[src/rtl/lif_pkg.sv]
// Shared types and defaults for the LIF scheduler slice.
// Latency: n/a (types, constants and helpers only).
// Backpressure: n/a.
package lif_pkg;

    localparam int LIF_NUM_NEURONS = 8;
    localparam int LIF_WIDTH       = 8;
    localparam int LIF_IDW         = $clog2(LIF_NUM_NEURONS);

    typedef logic [LIF_WIDTH-1:0] lif_state_t;

    typedef enum logic [1:0] {
        ST_IDLE = 2'd0,
        ST_SCAN = 2'd1,
        ST_EMIT = 2'd2,
        ST_DONE = 2'd3
    } lif_sched_state_t;

    // Bits needed to hold a refractory count of 0..ts (at least one bit).
    function automatic int refrac_cnt_w(input int ts);
        return (ts < 1) ? 1 : $clog2(ts + 1);
    endfunction

endpackage

[src/rtl/lif_scheduler_if.sv]
// Host/consumer-facing bundle of the LIF scheduler: current load, tick, readback, spike stream, status.
// Latency: n/a (wires only).
// Backpressure: spike stream is valid/ready; the slave holds spike_valid/spike_id until spike_ready.
interface lif_scheduler_if
    import lif_pkg::*;
#(
    parameter int NUM_NEURONS = LIF_NUM_NEURONS,
    parameter int WIDTH       = LIF_WIDTH
) ();

    localparam int IDW = $clog2(NUM_NEURONS);

    logic             tick;
    logic             cur_wr_en;
    logic [IDW-1:0]   cur_wr_addr;
    logic [WIDTH-1:0] cur_wr_data;
    logic [IDW-1:0]   st_rd_addr;
    logic [WIDTH-1:0] st_rd_data;
    logic             spike_valid;
    logic             spike_ready;
    logic [IDW-1:0]   spike_id;
    logic             busy;
    logic             done;
    logic             overrun;

    // Host and spike consumer side.
    modport master (
        output tick, cur_wr_en, cur_wr_addr, cur_wr_data, st_rd_addr, spike_ready,
        input  st_rd_data, spike_valid, spike_id, busy, done, overrun
    );

    // Scheduler side.
    modport slave (
        input  tick, cur_wr_en, cur_wr_addr, cur_wr_data, st_rd_addr, spike_ready,
        output st_rd_data, spike_valid, spike_id, busy, done, overrun
    );

endinterface

[src/rtl/lif_update_unit.sv]
// One-neuron leaky-integrate-and-fire update; optional refractory counter under LIF_REFRACTORY_EN.
// Latency: purely combinational, 0 cycles.
// Backpressure: none; the scheduler decides when the result is committed.
module lif_update_unit
    import lif_pkg::*;
#(
    parameter int               WIDTH      = LIF_WIDTH,
    parameter logic [WIDTH-1:0] THRESH     = WIDTH'(8'h7F),
    parameter int               LEAK_SHIFT = 1
`ifdef LIF_REFRACTORY_EN
    ,
    parameter int               REFRAC_TS  = 2,
    parameter int               CNT_W      = refrac_cnt_w(REFRAC_TS)
`endif
) (
    input  logic [WIDTH-1:0] cur_i,
    input  logic [WIDTH-1:0] state_i,
`ifdef LIF_REFRACTORY_EN
    input  logic [CNT_W-1:0] refrac_i,
    output logic [CNT_W-1:0] refrac_nxt_o,
`endif
    output logic [WIDTH-1:0] state_nxt_o,
    output logic             fire_o
);

    // Wrapping sum: leaked state plus input current, truncated to WIDTH.
    logic [WIDTH-1:0] sum;
    assign sum = cur_i + (state_i >> LEAK_SHIFT);

    // Fire decision and next membrane state; a firing neuron restarts from zero.
    always_comb begin
        state_nxt_o = sum;
        fire_o      = 1'b0;
`ifdef LIF_REFRACTORY_EN
        refrac_nxt_o = refrac_i;
        if (refrac_i != '0) begin
            state_nxt_o  = '0;
            refrac_nxt_o = refrac_i - 1'b1;
        end else if (sum >= THRESH) begin
            state_nxt_o  = '0;
            fire_o       = 1'b1;
            refrac_nxt_o = CNT_W'(REFRAC_TS);
        end
`else
        if (sum >= THRESH) begin
            state_nxt_o = '0;
            fire_o      = 1'b1;
        end
`endif
    end

endmodule

[src/rtl/lif_scheduler.sv]
// Time-multiplexed LIF sweep over NUM_NEURONS neurons per tick; LIF_REFRACTORY_EN adds refractory counters.
// Latency: NUM_NEURONS + k cycles from tick sample to DONE for k spikes without stalls.
// Backpressure: EMIT holds spike_valid/spike_id until spike_ready; late ticks are dropped and flagged in overrun.
module lif_scheduler
    import lif_pkg::*;
#(
    parameter int               NUM_NEURONS = LIF_NUM_NEURONS,
    parameter int               WIDTH       = LIF_WIDTH,
    parameter logic [WIDTH-1:0] THRESH      = WIDTH'(8'h7F),
    parameter int               LEAK_SHIFT  = 1
`ifdef LIF_REFRACTORY_EN
    ,
    parameter int               REFRAC_TS   = 2
`endif
) (
    input  logic          clk,
    input  logic          rst,
    lif_scheduler_if.slave bus
);

    localparam int             IDW      = $clog2(NUM_NEURONS);
    localparam logic [IDW-1:0] LAST_IDX = IDW'(NUM_NEURONS - 1);
`ifdef LIF_REFRACTORY_EN
    localparam int             CNT_W    = refrac_cnt_w(REFRAC_TS);
`endif

    lif_sched_state_t fsm_q, fsm_d;
    logic [IDW-1:0]   idx_q, idx_d;
    logic [IDW-1:0]   spike_id_q, spike_id_d;
    logic             overrun_q, overrun_d;

    logic [WIDTH-1:0] cur_q [NUM_NEURONS];
    logic [WIDTH-1:0] st_q  [NUM_NEURONS];
`ifdef LIF_REFRACTORY_EN
    logic [CNT_W-1:0] refrac_q [NUM_NEURONS];
    logic [CNT_W-1:0] upd_refrac;
`endif

    logic [WIDTH-1:0] upd_state;
    logic             upd_fire;
    logic             cur_wr_ok;
    logic             is_last;

    assign cur_wr_ok = bus.cur_wr_en && (int'(bus.cur_wr_addr) < NUM_NEURONS);
    assign is_last   = (idx_q == LAST_IDX);

    lif_update_unit #(
        .WIDTH      (WIDTH),
        .THRESH     (THRESH),
        .LEAK_SHIFT (LEAK_SHIFT)
`ifdef LIF_REFRACTORY_EN
        ,
        .REFRAC_TS  (REFRAC_TS),
        .CNT_W      (CNT_W)
`endif
    ) u_update (
        .cur_i        (cur_q[idx_q]),
        .state_i      (st_q[idx_q]),
`ifdef LIF_REFRACTORY_EN
        .refrac_i     (refrac_q[idx_q]),
        .refrac_nxt_o (upd_refrac),
`endif
        .state_nxt_o  (upd_state),
        .fire_o       (upd_fire)
    );

    // Sweep control: scan one neuron per cycle, park in EMIT while a spike waits for the consumer.
    always_comb begin
        fsm_d      = fsm_q;
        idx_d      = idx_q;
        spike_id_d = spike_id_q;
        overrun_d  = overrun_q;
        if (bus.tick && (fsm_q != ST_IDLE)) begin
            overrun_d = 1'b1;
        end
        unique case (fsm_q)
            ST_IDLE: begin
                if (bus.tick) begin
                    fsm_d = ST_SCAN;
                    idx_d = '0;
                end
            end
            ST_SCAN: begin
                if (upd_fire) begin
                    spike_id_d = idx_q;
                    fsm_d      = ST_EMIT;
                end else if (is_last) begin
                    fsm_d = ST_DONE;
                end else begin
                    idx_d = idx_q + 1'b1;
                end
            end
            ST_EMIT: begin
                if (bus.spike_ready) begin
                    if (is_last) begin
                        fsm_d = ST_DONE;
                    end else begin
                        fsm_d = ST_SCAN;
                        idx_d = idx_q + 1'b1;
                    end
                end
            end
            ST_DONE: begin
                fsm_d = ST_IDLE;
            end
            default: begin
                fsm_d = ST_IDLE;
            end
        endcase
    end

    // Control registers; reset aborts any sweep in progress.
    always_ff @(posedge clk or posedge rst) begin
        if (rst) begin
            fsm_q      <= ST_IDLE;
            idx_q      <= '0;
            spike_id_q <= '0;
            overrun_q  <= 1'b0;
        end else begin
            fsm_q      <= fsm_d;
            idx_q      <= idx_d;
            spike_id_q <= spike_id_d;
            overrun_q  <= overrun_d;
        end
    end

    // Neuron storage: host current writes any time; SCAN commits the datapath result for idx.
    always_ff @(posedge clk or posedge rst) begin
        if (rst) begin
            for (int i = 0; i < NUM_NEURONS; i++) begin
                cur_q[i] <= '0;
                st_q[i]  <= '0;
`ifdef LIF_REFRACTORY_EN
                refrac_q[i] <= '0;
`endif
            end
        end else begin
            if (cur_wr_ok) begin
                cur_q[bus.cur_wr_addr] <= bus.cur_wr_data;
            end
            if (fsm_q == ST_SCAN) begin
                st_q[idx_q] <= upd_state;
`ifdef LIF_REFRACTORY_EN
                refrac_q[idx_q] <= upd_refrac;
`endif
            end
        end
    end

    assign bus.st_rd_data  = st_q[bus.st_rd_addr];
    assign bus.spike_valid = (fsm_q == ST_EMIT);
    assign bus.spike_id    = spike_id_q;
    assign bus.busy        = (fsm_q != ST_IDLE);
    assign bus.done        = (fsm_q == ST_DONE);
    assign bus.overrun     = overrun_q;

endmodule

[src/flat_wrapper.sv]
// flat-port wrapper written by rule: the top's interface ports become plain ports
module lif_scheduler_flat import lif_pkg::*;
#(
    parameter int               NUM_NEURONS = LIF_NUM_NEURONS,
    parameter int               WIDTH       = LIF_WIDTH,
    parameter logic [WIDTH-1:0] THRESH      = WIDTH'(8'h7F),
    parameter int               LEAK_SHIFT  = 1

)
  (clk, rst, bus_tick, bus_cur_wr_en, bus_cur_wr_addr, bus_cur_wr_data, bus_st_rd_addr, bus_spike_ready, bus_st_rd_data, bus_spike_valid, bus_spike_id, bus_busy, bus_done, bus_overrun);
  lif_scheduler_if #(.NUM_NEURONS(NUM_NEURONS), .WIDTH(WIDTH)) bus_i ();
  input  logic clk;
  input  logic rst;
  input wire logic [$bits(bus_i.tick)-1:0] bus_tick;
  input wire logic [$bits(bus_i.cur_wr_en)-1:0] bus_cur_wr_en;
  input wire logic [$bits(bus_i.cur_wr_addr)-1:0] bus_cur_wr_addr;
  input wire logic [$bits(bus_i.cur_wr_data)-1:0] bus_cur_wr_data;
  input wire logic [$bits(bus_i.st_rd_addr)-1:0] bus_st_rd_addr;
  input wire logic [$bits(bus_i.spike_ready)-1:0] bus_spike_ready;
  output wire logic [$bits(bus_i.st_rd_data)-1:0] bus_st_rd_data;
  output wire logic [$bits(bus_i.spike_valid)-1:0] bus_spike_valid;
  output wire logic [$bits(bus_i.spike_id)-1:0] bus_spike_id;
  output wire logic [$bits(bus_i.busy)-1:0] bus_busy;
  output wire logic [$bits(bus_i.done)-1:0] bus_done;
  output wire logic [$bits(bus_i.overrun)-1:0] bus_overrun;
  assign bus_i.tick = bus_tick;
  assign bus_i.cur_wr_en = bus_cur_wr_en;
  assign bus_i.cur_wr_addr = bus_cur_wr_addr;
  assign bus_i.cur_wr_data = bus_cur_wr_data;
  assign bus_i.st_rd_addr = bus_st_rd_addr;
  assign bus_i.spike_ready = bus_spike_ready;
  assign bus_st_rd_data = bus_i.st_rd_data;
  assign bus_spike_valid = bus_i.spike_valid;
  assign bus_spike_id = bus_i.spike_id;
  assign bus_busy = bus_i.busy;
  assign bus_done = bus_i.done;
  assign bus_overrun = bus_i.overrun;
  lif_scheduler #(.NUM_NEURONS(NUM_NEURONS), .WIDTH(WIDTH), .THRESH(THRESH), .LEAK_SHIFT(LEAK_SHIFT)) u_core (.clk(clk), .rst(rst), .bus(bus_i));
endmodule
[config.mk]
export PLATFORM = sky130hd
export DESIGN_NAME = lif_scheduler_flat
export DESIGN_NICKNAME = d
export VERILOG_FILES = /design/src/rtl/lif_pkg.sv /design/src/rtl/lif_scheduler_if.sv /design/src/rtl/lif_update_unit.sv /design/src/rtl/lif_scheduler.sv /design/src/flat_wrapper.sv
export SDC_FILE = /design/constraint.sdc
export NUM_CORES = 1
export LEC_CHECK = 0
export CORE_UTILIZATION = 40
export CTS_CLUSTER_SIZE = 10
export DETAILED_ROUTE_END_ITERATION = 10
export PLACE_DENSITY = 0.67
export SYNTH_ARGS = -nofsm -noshare
export SYNTH_HDL_FRONTEND = slang
export SYNTH_SLANG_ARGS = --single-unit
[constraint.sdc]
create_clock -name clk -period 9.8 [get_ports clk]
set_clock_uncertainty 0.15 [all_clocks]
set_input_delay 2.45 -clock clk [delete_from_list [all_inputs] [get_ports clk]]
set_output_delay 2.45 -clock clk [all_outputs]
set_load 0.01 [all_outputs]
==> results of run 1 <==
worst paths after layout:
path / start / end / slack (ns) / cells after the start
min in group asynchronous: rst / u_core.st_q[6]$_DFFE_PP0P_ / 2.35 / 2
max: bus_st_rd_addr[0] / bus_st_rd_data[2] / 2.07 / 4
min: u_core.bus.overrun$_DFFE_PP0P_ / u_core.bus.overrun$_DFFE_PP0P_ / 0.31 / 1
min reg2reg: u_core.bus.overrun$_DFFE_PP0P_ / u_core.bus.overrun$_DFFE_PP0P_ / 0.31 / 1
max in group asynchronous: rst / u_core.cur_q[28]$_DFFE_PP0P_ / 5.69 / 3
max reg2reg: u_core.idx_q[1]$_DFFE_PP0P_ / u_core.bus.spike_id[1]$_DFFE_PP0P_ / 4.13 / 12
cells in the final DEF (no fill, tap or decap), drive strengths merged, types with 6 or more instances in the layout:
| master | instances |
|---|---|
| mux4 | 18 |
| inv | 9 |
| nor2 | 23 |
| o22ai | 7 |
| dfrtp | 137 |
| clkbuf | 24 |
| and2 | 8 |
| mux2 | 100 |
| clkdlybuf4s50 | 33 |
| a221oi | 14 |
| a31oi | 8 |
| mux2i | 13 |
| o21ai | 62 |
| buf | 6 |
| a22oi | 12 |
| nand2 | 78 |
| ha | 14 |
| o221ai | 6 |
power by group through the flow:
stage	logic (mW)	registers [mW]	clock network (mW)
2_1_floorplan	0.952	0.800	0
3_3_place_gp	1.17	0.844	0
3_5_place_dp	1.21	0.855	0
4_1_cts	1.22	0.846	0.631
5_1_grt	1.33	0.870	0.655
6_report	1.22	0.849	0.622
final cells by class:
type | count | area, sq um | share of cell area [%]
clock buffers | 24 | 502 | 6.19
clock inverters | 3 | 65.1 | 0.803
inverters | 9 | 36.3 | 0.448
well taps | 225 | 282 | 3.48
multi-input cells | 413 | 3410 | 42.1
flip-flops and latches | 137 | 3430 | 42.4
repair buffers | 39 | 375 | 4.63
through the flow:
stage | setup slack, ns | hold WS [ns]
after global placement | 2.11 | 0.301
after floorplan | 3.22 | 0.295
after CTS | 2.06 | 0.313
after detailed placement | 2.08 | 0.296
final | 2.07 | 0.307
after global routing | 1.88 | 0.353
logic make-up (layout without fill, tap and decap cells):
logic type / count (synthesis) / in the layout / share of synthesized area, %
xor gates and xnor gates: 5 / 5 / 0.624
AOI/OAI and AO/OA: 128 / 128 / 12.1
DFF: 137 / 137 / 48.8
buffers and inverters: 46 / 75 / 2.60
adders and majority gates: 15 / 15 / 2.78
muxes: 131 / 131 / 23.7
and+or+nand+nor: 134 / 134 / 9.37
sequential cells by signal (all words and copies together), names as in the netlist:
signal	cells
u_core.fsm_q	2
u_core.idx_q	3
u_core.cur_q	64
u_core.st_q	64
u_core.bus.overrun	1
u_core.bus.spike_id	3
layer usage:
metal	global-route usage (%)	up-vias
li1	-	2234
met1	26.0	2446
met2	32.1	137
met3	5.03	29
met4	7.55	0
met5	0	-
worst max-delay path, cell delays in order:
cell	delay [ns]
clkdlybuf4s50_1	1.27
mux4_2	0.62
mux2_2	0.30
clkdlybuf4s50_1	0.48
==> reports/metrics.csv, run 1 <==
metric,value,unit
outcome,finished clean,
met2_length,7980,um
critPathLaunchType,primary input,
portBuffers,33,
overflow,0,
grt_max_degree,82,
grt_pass1_wl,27200,um
yosysSeqAreaShare,48.8,%
synth_commonest_cells,"137 x dfrtp_1, 100 x mux2_2, 74 x nand2_1",
tns,0,ns
firstDrtPassIters,5,
num_io_pins,34,
grt_pass1_vias,5088,
arrival,5.13,ns
ys_seq_elements,137,
vias_per_cell,5.70,
initial_utilization,40.7,%
end_kind,output pin,
leakage,3.41,nW
worstPathMaxFanout,16,
tritoncts,built,
yosys_warnings,0,
drc_errors,0,
crit_required,7.20,ns
ant_nets,0,
antenna_found_initial,0,
synthMostInstantiatedCell,dfrtp_1,
async_flop_share,100,%
synthTopCellsByArea,"dfrtp_1 49%, mux2_2 16%, mux4_2 5.8%",
p_sw_share,39.5,%
cts_resized,0,
fmax,0.129,GHz
wl_met3,807,um
drt_iter0_markers,358,
rsz0062_at_grt,false,
maxSlewHeadroom,19.5,%
cts-root-buf,clkbuf_16,
fp.dieH,134,um
syn-num-nets,630,
synth_top_area_cell,dfrtp_1,
htree_levels,4,
drive_gt1_share,26.2,%
min_path_type,reg -> reg,
crit_type,in -> out,
intPower,1.63,mW
holdBufCountCts,0,
dp_hpwl,10800,um
setup-violations-final,0,
p_per_area,332,nW/um^2
cts_buffers,17,
yosys_most_used_dff,dfrtp_1,
syn_inst,596,
synth_edf_count,0,
globalplace.congestion,0.839,
fin_cells,850,
die_w,134,um
cts_buffer_depth,2,
switchingPower,1.06,mW
fin_area,8100,sq um
cts_setup_buffers,0,
num-fill-cells,1547,
worstMarginPinSlew,1.20,ns
place_area,7530,sq um
finalHoldViolCount,0,
peakVddDrop,0.165,mV
max-cap-violations,0,
syn2layout_area_growth,15.4,%
num_vias,4846,
clock_power_share,23.1,%
wirelength,16700,um
yosysUniqueCellTypes,49,
clkTransAtPathRegs,0.05,ns
final_max_slew_viol_count,0,
grt.total_usage,19.9,%
synth.avg_cell_area,11.8,sq um
fin_nets,651,
dr.max_layer_used,met4,
pwr-share-comb,45.4,%
syn-cell-area,7020,sq um
fp.coreArea,17200,sq um
diodes,0,
power,2.69,mW
fin_crit_sh,78.8,%
synth_top_area_share,48.8,%
post-route-min-period,7.73,ns
utilization,47.0,%
clk_latency,0.43,ns
placed_cells,823,
die_area,18100,sq um
cts_sinks,137,
pwr-share-seq,31.5,%
rows,48,
wl_per_cell,19.7,um
met1_length,7610,um
(Power assumes the default switching activity.)
==> run 2: changes to the inputs <==
Clock period 9.8 ns to 7.7 ns, I/O delays scaled along.
==> run 2 against run 1 <==
Net effect:
- clock power up 26%
- largest power group unchanged
- die area unchanged
- combinational power up 28%
- sequential power up 27%
- cell count up 0.71%
- routed wire length down 1.1%
- highest routed layer unchanged
- largest cell class unchanged
==> reports/metrics.csv, run 2 (synthesis gave the netlist of run 1 again) <==
metric,value,unit
grt.total_usage,19.6,%
num_vias,4906,
max-cap-violations,0,
fin_nets,653,
post-route-min-period,6.21,ns
maxSlewHeadroom,22.3,%
tns,0,ns
globalplace.congestion,0.844,
die_w,134,um
clk_latency,0.42,ns
cts_setup_buffers,0,
overflow,0,
grt_pass1_wl,27000,um
initial_utilization,40.7,%
crit_required,5.62,ns
fmax,0.161,GHz
setup-violations-final,0,
final_max_slew_viol_count,0,
vias_per_cell,5.73,
cts-root-buf,clkbuf_16,
dp_hpwl,10500,um
drive_gt1_share,27.3,%
worstMarginPinSlew,1.16,ns
critPathLaunchType,primary input,
cts_resized,0,
fp.dieH,134,um
fp.coreArea,17200,sq um
cts_buffers,17,
grt_max_degree,85,
crit_type,in -> out,
cts_sinks,137,
setup_ws,1.49,ns
top_regs,"u_core.cur_q x64, u_core.st_q x64",
diodes,0,
syn2layout_area_growth,15.7,%
fin_area,8120,sq um
num_io_pins,34,
die_area,18100,sq um
wl_per_cell,19.3,um
rows,48,
portBuffers,33,
holdBufCountCts,0,
utilization,47.1,%
p_per_area,421,nW/um^2
preCtsSetupSlack,1.50,ns
fin_crit_sh,80.6,%
ant_nets,0,
finalHoldViolCount,0,
use_met2,32.4,%
leakage,3.43,nW
clkTransAtPathRegs,0.06,ns
drt_iter0_markers,409,
final_common_cell,dfrtp_1,
met3_usage,5.11,%
grt_pass1_vias,5006,
cts_buffer_depth,2,
min_path_type,reg -> reg,
num-fill-cells,1524,
firstDrtPassIters,6,
arrival,4.13,ns
antenna_found_initial,0,
worstPathMaxFanout,16,
rsz0062_at_grt,false,
peakVddDrop,0.232,mV
outcome,finished clean,
final_cell_mix,"135 x dfrtp_1, 100 x mux2_2, 74 x nand2_1",
drc_errors,0,
grt_use_met1,25.8,%
place_area,7550,sq um
tritoncts,built,
end_kind,output pin,
htree_levels,4,
busiest_layer,met2,
wirelength,16500,um
-- run 2: changes by cell type in the layout (fill, tap and decap cells not counted), sizes merged --
cell / change
clkinvlp: +1
clkbuf: -1
buf: +2
clkinv: +5
bufinv: -1
-- run 2: through the flow --
step                power [mW]  std cells  hold WS, ns
finish                    3.42        856        0.309
detailed placement        2.64        825        0.298
CTS                       3.43        856        0.314
floorplan                 2.23        596        0.295
global route              3.65        856        0.323
global placement          2.57        825        0.307
-- run 2: final timing paths --
| kind | start | to | slack (ns) | depth (start not counted) |
|---|---|---|---|---|
| min in group asynchronous | rst | u_core.st_q[46]$_DFFE_PP0P_ | 1.83 | 2 |
| max in group asynchronous | rst | u_core.cur_q[16]$_DFFE_PP0P_ | 4.07 | 3 |
| worst min-delay path | u_core.bus.overrun$_DFFE_PP0P_ | u_core.bus.overrun$_DFFE_PP0P_ | 0.31 | 1 |
| worst max-delay path | bus_st_rd_addr[1] | bus_st_rd_data[7] | 1.49 | 4 |
| worst min register to register | u_core.bus.overrun$_DFFE_PP0P_ | u_core.bus.overrun$_DFFE_PP0P_ | 0.31 | 1 |
| worst max register to register | u_core.idx_q[1]$_DFFE_PP0P_ | u_core.bus.spike_id[1]$_DFFE_PP0P_ | 2.21 | 13 |
-- run 2: metal layers --
layer,part of all wire [%],vias to the layer above
li1,-,2242
met1,45,2511
met2,49,140
met3,5.1,13
met4,0.70,0
met5,0,-
-- run 2: critical path, cell delays in order --
cell             delay [ns]
clkdlybuf4s50_1        1.02
mux4_2                 0.41
mux2_2                 0.29
clkdlybuf4s50_1        0.48
-- run 2: final cells by class --
cell class	count	area (sq um)	area share, %
sequential	137	3430	42.2
multi-input combinational	413	3410	42.0
clock buffer	23	508	6.25
timing repair buffer	41	390	4.81
tap	225	282	3.47
clock inverter	8	67.6	0.832
inverter	9	36.3	0.447
-- run 2: power by group --
group,internal (mW),switching (mW)
clock network,0.490,0.293
registers,0.921,0.157
logic,0.651,0.911
total,2.06,1.36
==> run 3: changes to the inputs <==
Clock period 7.7 ns to 6.1 ns, I/O delays scaled along.
==> run 3 against run 2 <==
Net effect:
- final area grew 1.9%
- combinational power grew 26%
- flip-flop and latch count is the same
- largest cell class unchanged
- highest routed layer unchanged
==> reports/metrics.csv, run 3 (synthesis gave the netlist of run 1 again) <==
metric,value,unit
wl_per_cell,19.4,um
grt.total_usage,20.0,%
cts_buffer_depth,2,
cts_sinks,137,
syn2layout_area_growth,17.9,%
clkTransAtPathRegs,0.06,ns
p_sw_share,38.2,%
max_stage_delay,0.54,ns
arrival,3.61,ns
portBuffers,33,
num_io_pins,34,
initial_utilization,40.7,%
worstMarginPinSlew,0.910,ns
p_per_area,550,nW/um^2
max-cap-violations,0,
post-route-min-period,5.28,ns
fin_crit_sh,86.6,%
drc_errors,0,
leakage,3.50,nW
crit_top_cell,clkdlybuf4s50_1,
cts_buffers,17,
vias_per_cell,5.77,
drt_iter0_markers,417,
cts-root-buf,clkbuf_16,
dp_hpwl,10900,um
pwr-share-comb,43.0,%
rows,48,
fp.coreArea,17200,sq um
cts_resized,0,
grt_max_degree,55,
die_w,134,um
clk_latency,0.43,ns
globalplace.congestion,0.845,
holdBufCountCts,0,
final_max_slew_viol_count,0,
critPathLaunchType,primary input,
firstDrtPassIters,5,
peakVddDrop,0.277,mV
final_common_cell,dfrtp_1,
setup-violations-final,0,
overflow,0,
preCtsSetupSlack,0.783,ns
grt_pass1_vias,5145,
rsz0062_at_grt,false,
r2r-start,u_core.idx_q[1]$_DFFE_PP0P_,
finalHoldViolCount,0,
wirelength,16700,um
min_path_type,reg -> reg,
outcome,finished clean,
fp.dieH,134,um
min_from,u_core.bus.overrun$_DFFE_PP0P_,
worstPathMaxFanout,16,
num_vias,4966,
diodes,0,
htree_levels,4,
cp_slowest_cell,mux4_2,
switchingPower,1.74,mW
crit_start,bus_st_rd_addr[0],
end_kind,output pin,
tns,0,ns
grt_pass1_wl,27400,um
tritoncts,built,
pwr-share-seq,30.4,%
setup_ws,0.816,ns
top_regs,"u_core.cur_q x64, u_core.st_q x64",
cts_setup_buffers,0,
worstPathCellList,clkdlybuf4s50_1 -> buf_4 -> mux4_2 -> mux2_2 -> clkdlybuf4s50_1,
crit_required,4.43,ns
clock_power_share,26.6,%
fin_nets,657,
fmax,0.189,GHz
drive_gt1_share,27.7,%
crit_type,in -> out,
maxSlewHeadroom,39.1,%
final_cell_mix,"135 x dfrtp_1, 100 x mux2_2, 74 x nand2_1",
intPower,2.82,mW
die_area,18100,sq um
antenna_found_initial,0,
ant_nets,0,
[run 3: final cells by class]
cell class                 count  area (sq um)
sequential                   137          3430
fill                        1479          8960
clock inverter                12           244
timing repair buffer          45           420
clock buffer                  20           457
multi-input combinational    413          3410
tap                          225           282
inverter                       9          36.3
[run 3: worst paths after layout]
kind	cells after the start	slack [ns]	end
max	5	0.82	bus_st_rd_data[7]
min	1	0.32	u_core.bus.overrun$_DFFE_PP0P_
max reg2reg	13	1.47	u_core.fsm_q[0]$_DFFE_PP0P_
min reg2reg	1	0.32	u_core.bus.overrun$_DFFE_PP0P_
max in group asynchronous	3	3.32	u_core.cur_q[0]$_DFFE_PP0P_
min in group asynchronous	2	1.41	u_core.st_q[46]$_DFFE_PP0P_
[run 3: power by group through the flow]
stage	combinational [mW]	sequential [mW]	clock, mW
6_report	1.96	1.38	1.21
5_1_grt	2.17	1.42	1.27
4_1_cts	1.96	1.38	1.23
3_5_place_dp	1.95	1.39	0
3_3_place_gp	1.88	1.37	0
2_1_floorplan	1.53	1.29	0
[run 3: stage by stage]
step                      instances  cell area [sq um]  util, %  power (mW)  hold slack, ns
final                           861               8280     48.0        4.56           0.316
after global routing            861               8280     48.0        4.85           0.341
after CTS                       861               8280     48.0        4.57           0.322
after detailed placement        829               7580     44.0        3.34           0.304
after global placement          829               7580     44.0        3.26           0.307
after floorplan                 596               7020        -        2.82           0.295
[run 3: critical path, delay by kind of cell]
| family | cells | cell delay [ns] |
|---|---|---|
| buf+inv | 3 | 1.23 |
| mux | 2 | 0.83 |
[run 3: routing by layer]
metal  GRT usage, %  vias to the layer above  wire length, um
met3           4.39                       28              761
li1               -                     2252                -
met2           33.4                      144             8300
met4           7.49                        0              329
met5              0                        -                0
met1           25.6                     2542             7340
